### config.mk
export PLATFORM = sky130hd
export DESIGN_NAME = multicycle_control_fsm_flat
export DESIGN_NICKNAME = d
export VERILOG_FILES = /design/src/rtl/multicycle_control_fsm_pkg.sv /design/src/rtl/multicycle_control_fsm_if.sv /design/src/rtl/multicycle_control_fsm_sat_counter.sv /design/src/rtl/multicycle_control_fsm.sv /design/src/flat_wrapper.sv
export SDC_FILE = /design/constraint.sdc
export NUM_CORES = 1
export LEC_CHECK = 0
export ABC_AREA = 1
export BUFFER_PORTS_ARGS = -buffer_cell sky130_fd_sc_hd__buf_2
export CORE_MARGIN = 8
export CORE_UTILIZATION = 45
export CTS_CLUSTER_SIZE = 10
export DETAILED_ROUTE_END_ITERATION = 6
export GPL_ROUTABILITY_DRIVEN = 0
export HOLD_SLACK_MARGIN = 0.08
export MAX_ROUTING_LAYER = met4
export PLACE_DENSITY = 0.69
export SLEW_MARGIN = 20
export SYNTH_ARGS = -nofsm -noshare
export SYNTH_HDL_FRONTEND = slang
export SYNTH_SLANG_ARGS = --single-unit
### constraint.sdc
create_clock -name clk -period 2.5 [get_ports clk]
set_input_delay 0 -clock clk [delete_from_list [all_inputs] [get_ports clk]]
set_output_delay 0 -clock clk [all_outputs]
set_load 0.01 [all_outputs]
### src/rtl/multicycle_control_fsm_pkg.sv
// Shared control encodings for the 16-bit multi-cycle processor.
// The datapath imports the same opcodes, mux selects and state codes.
// The TRAP state is only reachable when ILLEGAL_TRAP_EN is defined.
package ctrl_pkg;

   localparam logic [3:0] OP_RTYPE = 4'h0;
   localparam logic [3:0] OP_LW    = 4'h1;
   localparam logic [3:0] OP_SW    = 4'h2;
   localparam logic [3:0] OP_BEQ   = 4'h3;
   localparam logic [3:0] OP_JMP   = 4'h4;
   localparam logic [3:0] OP_HALT  = 4'hF;

   typedef enum logic [3:0] {
      S_IDLE      = 4'd0,
      S_FETCH     = 4'd1,
      S_DECODE    = 4'd2,
      S_EXEC_R    = 4'd3,
      S_R_WB      = 4'd4,
      S_MEM_ADDR  = 4'd5,
      S_MEM_READ  = 4'd6,
      S_MEM_WB    = 4'd7,
      S_MEM_WRITE = 4'd8,
      S_BRANCH    = 4'd9,
      S_JUMP      = 4'd10,
      S_HALT      = 4'd11,
      S_TRAP      = 4'd12
   } state_t;

   typedef enum logic [1:0] {
      SRCB_REG  = 2'b00,
      SRCB_ONE  = 2'b01,
      SRCB_SEXT = 2'b10,
      SRCB_BR   = 2'b11
   } alu_src_b_t;

   typedef enum logic [1:0] {
      ALU_ADD  = 2'b00,
      ALU_SUB  = 2'b01,
      ALU_FUNC = 2'b10
   } alu_op_t;

   typedef enum logic [1:0] {
      PCS_ALU    = 2'b00,
      PCS_ALUOUT = 2'b01,
      PCS_JUMP   = 2'b10
   } pc_src_t;

   // Per-state strobes; IRWrite and the FETCH PC write are added by the
   // FSM because they also depend on memory ready.
   typedef struct packed {
      logic       pc_write;
      logic       pc_write_cond;
      logic       mem_read;
      logic       mem_write;
      logic       iord;
      logic       reg_write;
      logic       mem_to_reg;
      logic       alu_src_a;
      alu_src_b_t alu_src_b;
      alu_op_t    alu_op;
      pc_src_t    pc_source;
   } ctrl_t;

   function automatic ctrl_t decode_ctrl(input state_t s);
      ctrl_t c;
      c = '0;
      case (s)
         S_FETCH: begin
            c.mem_read  = 1'b1;
            c.alu_src_b = SRCB_ONE;
         end
         S_DECODE:   c.alu_src_b = SRCB_BR;
         S_EXEC_R: begin
            c.alu_src_a = 1'b1;
            c.alu_op    = ALU_FUNC;
         end
         S_R_WB:     c.reg_write = 1'b1;
         S_MEM_ADDR: begin
            c.alu_src_a = 1'b1;
            c.alu_src_b = SRCB_SEXT;
         end
         S_MEM_READ: begin
            c.mem_read = 1'b1;
            c.iord     = 1'b1;
         end
         S_MEM_WB: begin
            c.reg_write  = 1'b1;
            c.mem_to_reg = 1'b1;
         end
         S_MEM_WRITE: begin
            c.mem_write = 1'b1;
            c.iord      = 1'b1;
         end
         S_BRANCH: begin
            c.alu_src_a     = 1'b1;
            c.alu_op        = ALU_SUB;
            c.pc_write_cond = 1'b1;
            c.pc_source     = PCS_ALUOUT;
         end
         S_JUMP: begin
            c.pc_write  = 1'b1;
            c.pc_source = PCS_JUMP;
         end
         default: c = '0;
      endcase
      return c;
   endfunction

endpackage

### src/rtl/multicycle_control_fsm_if.sv
// Controller <-> datapath bundle: opcode and memory ready in, strobes out.
interface multicycle_control_fsm_if;

   logic [3:0] OPCODE;
   logic       D_MemReady;
   logic       C_IRWrite;
   logic       C_PCWrite;
   logic       C_PCWriteCond;
   logic       C_MemRead;
   logic       C_MemWrite;
   logic       C_IorD;
   logic       C_RegWrite;
   logic       C_MemToReg;
   logic       C_ALUSrcA;
   logic [1:0] C_ALUSrcB;
   logic [1:0] C_ALUOp;
   logic [1:0] C_PCSource;

   modport master (
      input  OPCODE, D_MemReady,
      output C_IRWrite, C_PCWrite, C_PCWriteCond, C_MemRead, C_MemWrite,
             C_IorD, C_RegWrite, C_MemToReg, C_ALUSrcA, C_ALUSrcB,
             C_ALUOp, C_PCSource
   );

   modport slave (
      output OPCODE, D_MemReady,
      input  C_IRWrite, C_PCWrite, C_PCWriteCond, C_MemRead, C_MemWrite,
             C_IorD, C_RegWrite, C_MemToReg, C_ALUSrcA, C_ALUSrcB,
             C_ALUOp, C_PCSource
   );

endinterface

### src/rtl/multicycle_control_fsm_sat_counter.sv
// Saturating up-counter used for the retired-instruction count.
module sat_counter #(
   parameter int W = 16
) (
   input  logic         clk,
   input  logic         rst,
   input  logic         inc,
   output logic [W-1:0] count
);

   // Count up on inc, stick at all-ones.
   always_ff @(posedge clk or negedge rst) begin
      if (!rst)                    count <= '0;
      else if (inc && count != '1) count <= count + 1'b1;
   end

endmodule

### src/rtl/multicycle_control_fsm.sv
// Moore control sequencer for the 16-bit multi-cycle processor.
// Strobes are registered from the next state, so they always reflect the
// state register; only IRWrite/PCWrite in FETCH are gated by memory ready.
// Optional: define ILLEGAL_TRAP_EN to trap illegal opcodes in a terminal
// TRAP state; otherwise illegal opcodes retire nothing and refetch.
module multicycle_control_fsm
   import ctrl_pkg::*;
#(
   parameter int CNT_W = 16
) (
   input  logic                   clk,
   input  logic                   rst,
   multicycle_control_fsm_if.master bus,
   output logic [3:0]             state_o,
   output logic                   halted,
   output logic                   trap,
   output logic [CNT_W-1:0]       retired_count
);

   state_t state, nxt;
   ctrl_t  ctrl_q;
   logic   halted_q;
   logic   fetch_rdy;
   logic   retire;

   // Next-state selection.
   always_comb begin
      nxt = state;
      case (state)
         S_IDLE:      nxt = S_FETCH;
         S_FETCH:     if (bus.D_MemReady) nxt = S_DECODE;
         S_DECODE: begin
            case (bus.OPCODE)
               OP_RTYPE:     nxt = S_EXEC_R;
               OP_LW, OP_SW: nxt = S_MEM_ADDR;
               OP_BEQ:       nxt = S_BRANCH;
               OP_JMP:       nxt = S_JUMP;
               OP_HALT:      nxt = S_HALT;
`ifdef ILLEGAL_TRAP_EN
               default:      nxt = S_TRAP;
`else
               default:      nxt = S_FETCH;
`endif
            endcase
         end
         S_EXEC_R:    nxt = S_R_WB;
         S_R_WB:      nxt = S_FETCH;
         S_MEM_ADDR:  nxt = (bus.OPCODE == OP_LW) ? S_MEM_READ : S_MEM_WRITE;
         S_MEM_READ:  if (bus.D_MemReady) nxt = S_MEM_WB;
         S_MEM_WB:    nxt = S_FETCH;
         S_MEM_WRITE: if (bus.D_MemReady) nxt = S_FETCH;
         S_BRANCH:    nxt = S_FETCH;
         S_JUMP:      nxt = S_FETCH;
         S_HALT:      nxt = S_HALT;
         S_TRAP:      nxt = S_TRAP;
         default:     nxt = S_IDLE;
      endcase
   end

   // An instruction retires on the edge that takes it back to FETCH.
   always_comb begin
      retire = 1'b0;
      case (state)
         S_R_WB, S_MEM_WB, S_BRANCH, S_JUMP: retire = 1'b1;
         S_MEM_WRITE:                        retire = bus.D_MemReady;
         default:                            retire = 1'b0;
      endcase
   end

`ifdef ILLEGAL_TRAP_EN
   logic trap_q;

   // State plus registered strobes/status, all derived from the next state.
   always_ff @(posedge clk or negedge rst) begin
      if (!rst) begin
         state    <= S_IDLE;
         ctrl_q   <= '0;
         halted_q <= 1'b0;
         trap_q   <= 1'b0;
      end else begin
         state    <= nxt;
         ctrl_q   <= decode_ctrl(nxt);
         halted_q <= (nxt == S_HALT);
         trap_q   <= (nxt == S_TRAP);
      end
   end

   assign trap = trap_q;
`else
   // State plus registered strobes/status, all derived from the next state.
   always_ff @(posedge clk or negedge rst) begin
      if (!rst) begin
         state    <= S_IDLE;
         ctrl_q   <= '0;
         halted_q <= 1'b0;
      end else begin
         state    <= nxt;
         ctrl_q   <= decode_ctrl(nxt);
         halted_q <= (nxt == S_HALT);
      end
   end

   assign trap = 1'b0;
`endif

   sat_counter #(.W(CNT_W)) u_retire_cnt (
      .clk   (clk),
      .rst   (rst),
      .inc   (retire),
      .count (retired_count)
   );

   // IR load and PC+1 write happen only when the fetch read completes.
   assign fetch_rdy         = (state == S_FETCH) && bus.D_MemReady;

   assign bus.C_IRWrite     = fetch_rdy;
   assign bus.C_PCWrite     = ctrl_q.pc_write | fetch_rdy;
   assign bus.C_PCWriteCond = ctrl_q.pc_write_cond;
   assign bus.C_MemRead     = ctrl_q.mem_read;
   assign bus.C_MemWrite    = ctrl_q.mem_write;
   assign bus.C_IorD        = ctrl_q.iord;
   assign bus.C_RegWrite    = ctrl_q.reg_write;
   assign bus.C_MemToReg    = ctrl_q.mem_to_reg;
   assign bus.C_ALUSrcA     = ctrl_q.alu_src_a;
   assign bus.C_ALUSrcB     = ctrl_q.alu_src_b;
   assign bus.C_ALUOp       = ctrl_q.alu_op;
   assign bus.C_PCSource    = ctrl_q.pc_source;

   assign state_o = state;
   assign halted  = halted_q;

endmodule

### src/flat_wrapper.sv
// flat-port wrapper written by rule: the top's interface ports become plain ports
module multicycle_control_fsm_flat import ctrl_pkg::*;
#(
   parameter int CNT_W = 16
)
  (clk, rst, state_o, halted, trap, retired_count, bus_OPCODE, bus_D_MemReady, bus_C_IRWrite, bus_C_PCWrite, bus_C_PCWriteCond, bus_C_MemRead, bus_C_MemWrite, bus_C_IorD, bus_C_RegWrite, bus_C_MemToReg, bus_C_ALUSrcA, bus_C_ALUSrcB, bus_C_ALUOp, bus_C_PCSource);
  multicycle_control_fsm_if bus_i ();
  input  logic clk;
  input  logic rst;
  output logic [3:0] state_o;
  output logic halted;
  output logic trap;
  output logic [CNT_W-1:0] retired_count;
  input wire logic [$bits(bus_i.OPCODE)-1:0] bus_OPCODE;
  input wire logic [$bits(bus_i.D_MemReady)-1:0] bus_D_MemReady;
  output wire logic [$bits(bus_i.C_IRWrite)-1:0] bus_C_IRWrite;
  output wire logic [$bits(bus_i.C_PCWrite)-1:0] bus_C_PCWrite;
  output wire logic [$bits(bus_i.C_PCWriteCond)-1:0] bus_C_PCWriteCond;
  output wire logic [$bits(bus_i.C_MemRead)-1:0] bus_C_MemRead;
  output wire logic [$bits(bus_i.C_MemWrite)-1:0] bus_C_MemWrite;
  output wire logic [$bits(bus_i.C_IorD)-1:0] bus_C_IorD;
  output wire logic [$bits(bus_i.C_RegWrite)-1:0] bus_C_RegWrite;
  output wire logic [$bits(bus_i.C_MemToReg)-1:0] bus_C_MemToReg;
  output wire logic [$bits(bus_i.C_ALUSrcA)-1:0] bus_C_ALUSrcA;
  output wire logic [$bits(bus_i.C_ALUSrcB)-1:0] bus_C_ALUSrcB;
  output wire logic [$bits(bus_i.C_ALUOp)-1:0] bus_C_ALUOp;
  output wire logic [$bits(bus_i.C_PCSource)-1:0] bus_C_PCSource;
  assign bus_i.OPCODE = bus_OPCODE;
  assign bus_i.D_MemReady = bus_D_MemReady;
  assign bus_C_IRWrite = bus_i.C_IRWrite;
  assign bus_C_PCWrite = bus_i.C_PCWrite;
  assign bus_C_PCWriteCond = bus_i.C_PCWriteCond;
  assign bus_C_MemRead = bus_i.C_MemRead;
  assign bus_C_MemWrite = bus_i.C_MemWrite;
  assign bus_C_IorD = bus_i.C_IorD;
  assign bus_C_RegWrite = bus_i.C_RegWrite;
  assign bus_C_MemToReg = bus_i.C_MemToReg;
  assign bus_C_ALUSrcA = bus_i.C_ALUSrcA;
  assign bus_C_ALUSrcB = bus_i.C_ALUSrcB;
  assign bus_C_ALUOp = bus_i.C_ALUOp;
  assign bus_C_PCSource = bus_i.C_PCSource;
  multicycle_control_fsm #(.CNT_W(CNT_W)) u_core (.clk(clk), .rst(rst), .bus(bus_i), .state_o(state_o), .halted(halted), .trap(trap), .retired_count(retired_count));
endmodule
==> qor.csv, run 1 <==
stage;metric;value;unit
outcome;outcome;finished, final reports clean;
cts;ctsHtreeMaxLevel;2;
final_layout;syn2layout_area_growth;18.2;%
global_route;overflow;0;
critical_path;crit_required;2.67;ns
cts;cts.sinks;34;
route;antenna_left;0;
floorplanning;core;3690;sq um
synthesis;syn_area;1750;sq um
route;dr.pass1.iters;4;
floorplanning;io_pins;44;
timing;fmax;0.604;GHz
synthesis;ys_seq_elements;34;
floorplanning;die_w;78.3;microns
final_layout;antenna_cells;0;
synthesis;avgSynthCellArea;7.70;sq um
critical_path;critical_path.max_stage_delay;0.39;ns
placed_design;dp_hpwl;2980;microns
cts;numCtsBuffers;5;
route;via_per_inst;4.65;
timing;min_period;1.66;ns
critical_path;critPathCaptureType;flop;
critical_path;crit_chain;ha_1, nand3_1, nor3_1, nand3_1, nand2_2, inv_2, nand2_1, or2_1, nand2_1;
timing;grt_setup_unrepaired;false;
final_layout;finalNonFillerCells;319;
route;routedWlPerCell;11.9;microns
synthesis;ys_seq_area_share;48.7;%
power_and_ir_drop;p_leak;1.21;nW
timing;finalHoldViolCount;0;
floorplanning;dieArea;6130;sq um
placed_design;place_ws;0.805;ns
timing;worst_pin_slew;0.737;ns
timing;setup_violations;0;
critical_path;critPathKind;flop to flop;
global_route;grt_pass1_vias;1526;
synthesis;synth.top_cells.by_area;dfrtp_1, nand2_1, nor2_1;
cts;cts_tree;done;
timing;drv_slew;0;
floorplanning;die_y;78.3;microns
timing;tns;0;ns
hold_path;hold_depth;4;
critical_path;critical-path-top-delay-family;simple AND/OR/NAND/NOR gates;
power_and_ir_drop;peakVddDrop;0.000647;V
placed_design;dp.cells;309;
final_layout;nNetsFinal;278;
global_route;grt_pass1_wl;6480;microns
critical_path;cp_slowest_cell;dfrtp_1;
global_route;grtUsageTotal;13.2;%
timing;relSlewSlack;50.8;%
route;drt_iter0_drc;78;
job;max-cap-violations;0;
route;vias;1483;
cts;clock_latency;0.28;ns
critical_path;r2r_cells;9;
cts;cts.clk_slew.worst_paths;0.07;ns
timing;min_period_over_period;66.2;%
critical_path;cp.depth;9;
cts;root_buffer;clkbuf_8;
global_route;antenna_found_initial;0;
critical_path;startpoint_type;flop;
critical_path;critPathMaxFanout;12;
timing;hold_ws;0.134;ns
floorplanning;num_rows;22;
synthesis;ys_types;22;
timing;skew;0.00268;ns
placed_design;postPlaceCellArea;1950;sq um
placed_design;portBuffers;42;
critical_path;arrival;1.83;ns
synthesis;synth_top_area_share;48.7;%
synthesis;synth.net_count;235;
final_layout;fin_area;2070;sq um
floorplanning;initial_utilization;47.4;%
hold_path;hold_path.class;primary input to flop;
route;drc;0;
power_and_ir_drop;power_density;1010;nW/um^2
synthesis;synth_largest_area_cell;dfrtp_1;
cts;clockBufferDepth;2;
critical_path;path_buf_inv;1;
route;drt_wl_total;3790;microns
synthesis;synthCells;227;
synthesis;ys_warn_count;0;
timing;setup_ws;0.844;ns
final_layout;drive_gt1_share;20.7;%
global_route;grt_max_degree;35;
-- layout by cell type, fill, tap and decap left out, drive strengths merged, types with 3 or more instances in the layout --
cell	n
nor2	42
nor3	3
nand2	73
nand3	16
o21ai	3
xnor2	7
buf	42
inv	26
clkbuf	7
xor2	7
dfrtp	34
-- metal layers --
layer  GRT usage, %  vias up  wire (microns)
met5              -        -               0
met4           3.33        0              15
met3           4.21        2             255
met2           22.0       39            1790
met1           15.1      678            1730
li1               -      764               -
-- stage by stage --
step                      utilization [%]  power [mW]
after floorplan                         -        1.44
after global placement               53.0        1.69
after detailed placement             53.0        1.69
after CTS                            56.0        2.11
after global routing                 56.0        2.27
final                                56.0        2.08
-- cells in the mapped netlist --
library cell	number
or2_1	1
nand2_2	1
nand3_1	15
buf_4	7
dfrtp_1	34
nor2_1	40
a21boi_2	1
nand3_2	1
xor2_1	7
buf_6	1
nor3_1	3
o21ai_0	3
xnor2_1	7
nand2_1	72
nor2_2	2
nand4_1	2
conb_1	1
or2_2	1
inv_2	1
and2_1	1
inv_1	25
ha_1	1
-- tightest hold or removal path, cell delays in order --
cell	delay, ns
buf_2	0.12
nand3_1	0.09
nand2_1	0.07
nand2_1	0.09
-- where the power goes --
| part | internal (mW) | total (mW) | switching [mW] |
|---|---|---|---|
| clock network | 0.222 | 0.411 | 0.189 |
| registers | 0.688 | 0.788 | 0.0999 |
| logic | 0.300 | 0.884 | 0.584 |
| total | 1.21 | 2.08 | 0.873 |
-- area by class of cell --
type	count	area, sq um
clock buffer	7	86.3
clock inverter	1	5.00
timing repair buffer	44	230
tap	48	60.1
inverter	26	97.6
fill	358	1620
sequential	34	851
multi-input combinational	159	736
-- sequential cells by signal (all words and copies together) (netlist names), 2 cells and up --
register	cells
u_core.bus.C_ALUOp	2
u_core.bus.C_ALUSrcB	2
u_core.state_o	4
u_core.u_retire_cnt.count	16
-- path summary, 6_finish.rpt --
check / startpoint / end / slack (ns)
worst max-delay path: u_core.u_retire_cnt.count[1]$_DFFE_PN0P_ / u_core.u_retire_cnt.count[13]$_DFFE_PN0P_ / 0.84
worst min-delay path: bus_OPCODE[0] / u_core.bus.C_MemWrite$_DFF_PN0_ / 0.13
worst max register to register: u_core.u_retire_cnt.count[1]$_DFFE_PN0P_ / u_core.u_retire_cnt.count[13]$_DFFE_PN0P_ / 0.84
worst min register to register: u_core.u_retire_cnt.count[4]$_DFFE_PN0P_ / u_core.u_retire_cnt.count[4]$_DFFE_PN0P_ / 0.51
max in group asynchronous: rst / u_core.bus.C_MemRead$_DFF_PN0_ / 1.71
min in group asynchronous: rst / u_core.u_retire_cnt.count[8]$_DFFE_PN0P_ / 0.32
-- repair_timing --
action / CTS / global route
hold buffers: 2 / 0
hold endpoints to repair: 36 / 0
setup buffers: 0 / 0
resized for setup: 0 / 0
-- kinds of logic (layout without fill, tap and decap cells) --
group	after synthesis	after routing	synth area share (%)
AOI/OAI and AO/OA	4	4	1.50
xor gates and xnor gates	14	14	7.02
adders and majority gates	1	1	0.716
DFF	34	34	48.7
and+or+nand+nor	139	139	32.6
buffers and inverters	34	78	9.23
other	1	1	0.215
Power figures use the tool's default switching activity.
==> run 2: changes to the inputs <==
==> constraint.sdc (replaced) <==
create_clock -name clk -period 1.7 [get_ports clk]
set_input_delay 0 -clock clk [delete_from_list [all_inputs] [get_ports clk]]
set_output_delay 0 -clock clk [all_outputs]
set_load 0.01 [all_outputs]
==> run 2 against run 1 <==
Critical path depth decreased by 3; sequential power rose by 47%; die area unchanged; worst setup slack lost 0.79 ns; clock-buffer cell count up 1; critical endpoint is now bus_C_PCWrite.
==> qor.csv, run 2 (synthesis gave the netlist of run 1 again) <==
stage;metric;value;unit;change
power_and_ir_drop;power_density;1560;nW/um^2;was 1010 nW/um^2
placed_design;postPlaceCellArea;1980;sq um;was 1950 sq um
critical_path;arrival;1.65;ns;was 1.83 ns
floorplanning;die_w;78.3;microns;unchanged
cts;root_buffer;clkbuf_8;;unchanged
critical_path;critPathLaunch;u_core.state_o[3]$_DFF_PN0_;;was u_core.u_retire_cnt.count[1]$_DFFE_PN0P_
floorplanning;die_y;78.3;microns;unchanged
timing;relSlewSlack;51.8;%;was 50.8%
timing;skew;0.00721;ns;was 0.00268 ns
power_and_ir_drop;swShare;40.9;%;was 41.9%
cts;numCtsBuffers;5;;unchanged
global_route;antenna_found_initial;0;;unchanged
final_layout;layout_commonest_cell;nand2_1;;unchanged
job;max-cap-violations;0;;unchanged
timing;worst_pin_slew;0.723;ns;was 0.737 ns
cts;cts.clk_slew.worst_paths;0.07;ns;about the same
critical_path;crit_required;1.70;ns;was 2.67 ns
route;drt_wl_total;4040;microns;was 3790 microns
final_layout;drive_gt1_share;27.6;%;was 20.7%
power_and_ir_drop;combPwrFrac;45.7;%;was 42.4%
critical_path;worstReg2RegStart;u_core.u_retire_cnt.count[0]$_DFFE_PN0P_;;was u_core.u_retire_cnt.count[1]$_DFFE_PN0P_
final_layout;largest_register_ffs;16;;unchanged
cts;cts_tree;done;;unchanged
hold_path;hold_path.class;primary input to flop;;unchanged
final_layout;fin_area;2190;sq um;was 2070 sq um
route;vias;1566;;was 1483
final_layout;nNetsFinal;286;;was 278
cts;cts.sinks;34;;unchanged
floorplanning;core;3690;sq um;unchanged
route;dr.pass1.iters;4;;unchanged
critical_path;critPathKind;flop to output pin;;was flop to flop
timing;drv_slew;0;;unchanged
global_route;grtUsageTotal;14.0;%;was 13.2%
route;via_per_inst;4.79;;was 4.65
floorplanning;dieArea;6130;sq um;unchanged
global_route;grt_pass1_vias;1573;;was 1526
final_layout;fillers;345;;was 358
power_and_ir_drop;power.share.clock;20.4;%;was 19.7%
global_route;overflow;0;;unchanged
critical_path;critPathCaptureType;output pin;;was flop
power_and_ir_drop;p_leak;1.26;nW;was 1.21 nW
final_layout;largest-register;u_core.u_retire_cnt.count;;unchanged
hold_path;hold_start;bus_OPCODE[0];;unchanged
final_layout;syn2layout_area_growth;25.4;%;was 18.2%
power_and_ir_drop;p_int;2.03;mW;was 1.21 mW
critical_path;critPathMaxFanout;6;;was 12
timing;setup_ws;0.0490;ns;was 0.844 ns
placed_design;portBuffers;42;;unchanged
final_layout;final_cell_mix;nand2_1, buf_2, nor2_1;;unchanged
timing;min_period_over_period;97.1;%;
route;drt_iter0_drc;127;;was 78
route;antenna_left;0;;unchanged
timing;fmax;0.606;GHz;
route;drc;0;;unchanged
cts;clockBufferDepth;2;;unchanged
route;routedWlPerCell;12.3;microns;was 11.9 microns
cts;ctsHtreeMaxLevel;2;;unchanged
timing;setup_violations;0;;unchanged
placed_design;place_ws;0.0612;ns;was 0.805 ns
critical_path;startpoint_type;flop;;unchanged
power_and_ir_drop;peakVddDrop;0.00114;V;was 0.000647 V
final_layout;antenna_cells;0;;unchanged
power_and_ir_drop;p_switching;1.40;mW;was 0.873 mW
placed_design;dp_hpwl;3010;microns;was 2980 microns
floorplanning;num_rows;22;;unchanged
timing;finalHoldViolCount;0;;unchanged
power_and_ir_drop;power_frac_seq;33.9;%;was 37.8%
outcome;outcome;finished, final reports clean;;unchanged
timing;min_period;1.65;ns;
global_route;grt_max_degree;35;;unchanged
floorplanning;initial_utilization;47.4;%;unchanged
global_route;grt_pass1_wl;6780;microns;was 6480 microns
floorplanning;io_pins;44;;unchanged
cts;clock_latency;0.29;ns;was 0.28 ns
## run 2: cell types whose count changed in the layout (fill, tap and decap cells not counted), moves of 2 or more
cell,previous run,this run
dfrtp_1,34,32
buf_4,0,8
dfrtp_2,0,2
nor2_2,2,7
nand3_2,1,3
nand3_1,15,13
clkbuf_8,6,8
nor2_1,40,35
## run 2: final cells by class
class,count,area [sq um],share of cell area (%)
clock buffers,8,110,5.02
multi-input cells,159,773,35.3
flip-flops and latches,34,853,38.9
inverters,26,105,4.79
repair buffers,52,290,13.2
well taps,48,60.1,2.74
## run 2: what timing repair did
action	in CTS	in global routing
setup buffers	0	4
resized for setup	0	16
setup endpoints to repair	0	20
hold buffers	2	0
hold endpoints to repair	36	0
## run 2: worst paths after layout
kind                                                            endpoint  slack (ns)  cells past startpoint
worst max-delay path                                       bus_C_PCWrite        0.05                      6
worst min-delay path                     u_core.bus.C_MemWrite$_DFF_PN0_         0.1                      4
worst max register to register  u_core.u_retire_cnt.count[4]$_DFFE_PN0P_        0.09                      8
worst min register to register  u_core.u_retire_cnt.count[9]$_DFFE_PN0P_        0.51                      1
max in group asynchronous                    u_core.state_o[2]$_DFF_PN0_        0.89                      2
min in group asynchronous                    u_core.state_o[0]$_DFF_PN0_        0.30                      2
## run 2: critical path, stage by stage, from the launching register on
cell,delay (ns)
dfrtp_1,0.44
nor2_1,0.27
nand3_1,0.20
buf_4,0.19
inv_1,0.05
or2_2,0.09
buf_2,0.12
## run 2: power groups by stage
| stage | Clock (mW) | Sequential (mW) | Combinational (mW) |
|---|---|---|---|
| 2_1_floorplan | 0 | 1.23 | 0.883 |
| 3_3_place_gp | 0 | 1.16 | 1.39 |
| 3_5_place_dp | 0 | 1.16 | 1.39 |
| 4_1_cts | 0.715 | 1.15 | 1.41 |
| 5_1_grt | 0.741 | 1.19 | 1.75 |
| 6_report | 0.700 | 1.16 | 1.57 |
## run 2: layer usage
layer | vias to the layer above | GRT usage (%) | wire length (microns)
li1 | 784 | - | -
met1 | 718 | 15.6 | 1710
met2 | 53 | 22.6 | 1930
met3 | 11 | 4.67 | 291
met4 | 0 | 5.93 | 103
met5 | - | - | 0
## run 2: stage by stage
step                instances  total power, mW  utilization, %  hold WS, ns  setup TNS, ns
finish                    327             3.43            59.4       0.0977              0
global route              327             3.68            59.4        0.149        -0.0542
CTS                       323             3.28            57.3       0.0954              0
detailed placement        313             2.56            53.8        0.110              0
global placement          313             2.55            53.8        0.104              0
floorplan                 227             2.12               -       -0.296              0
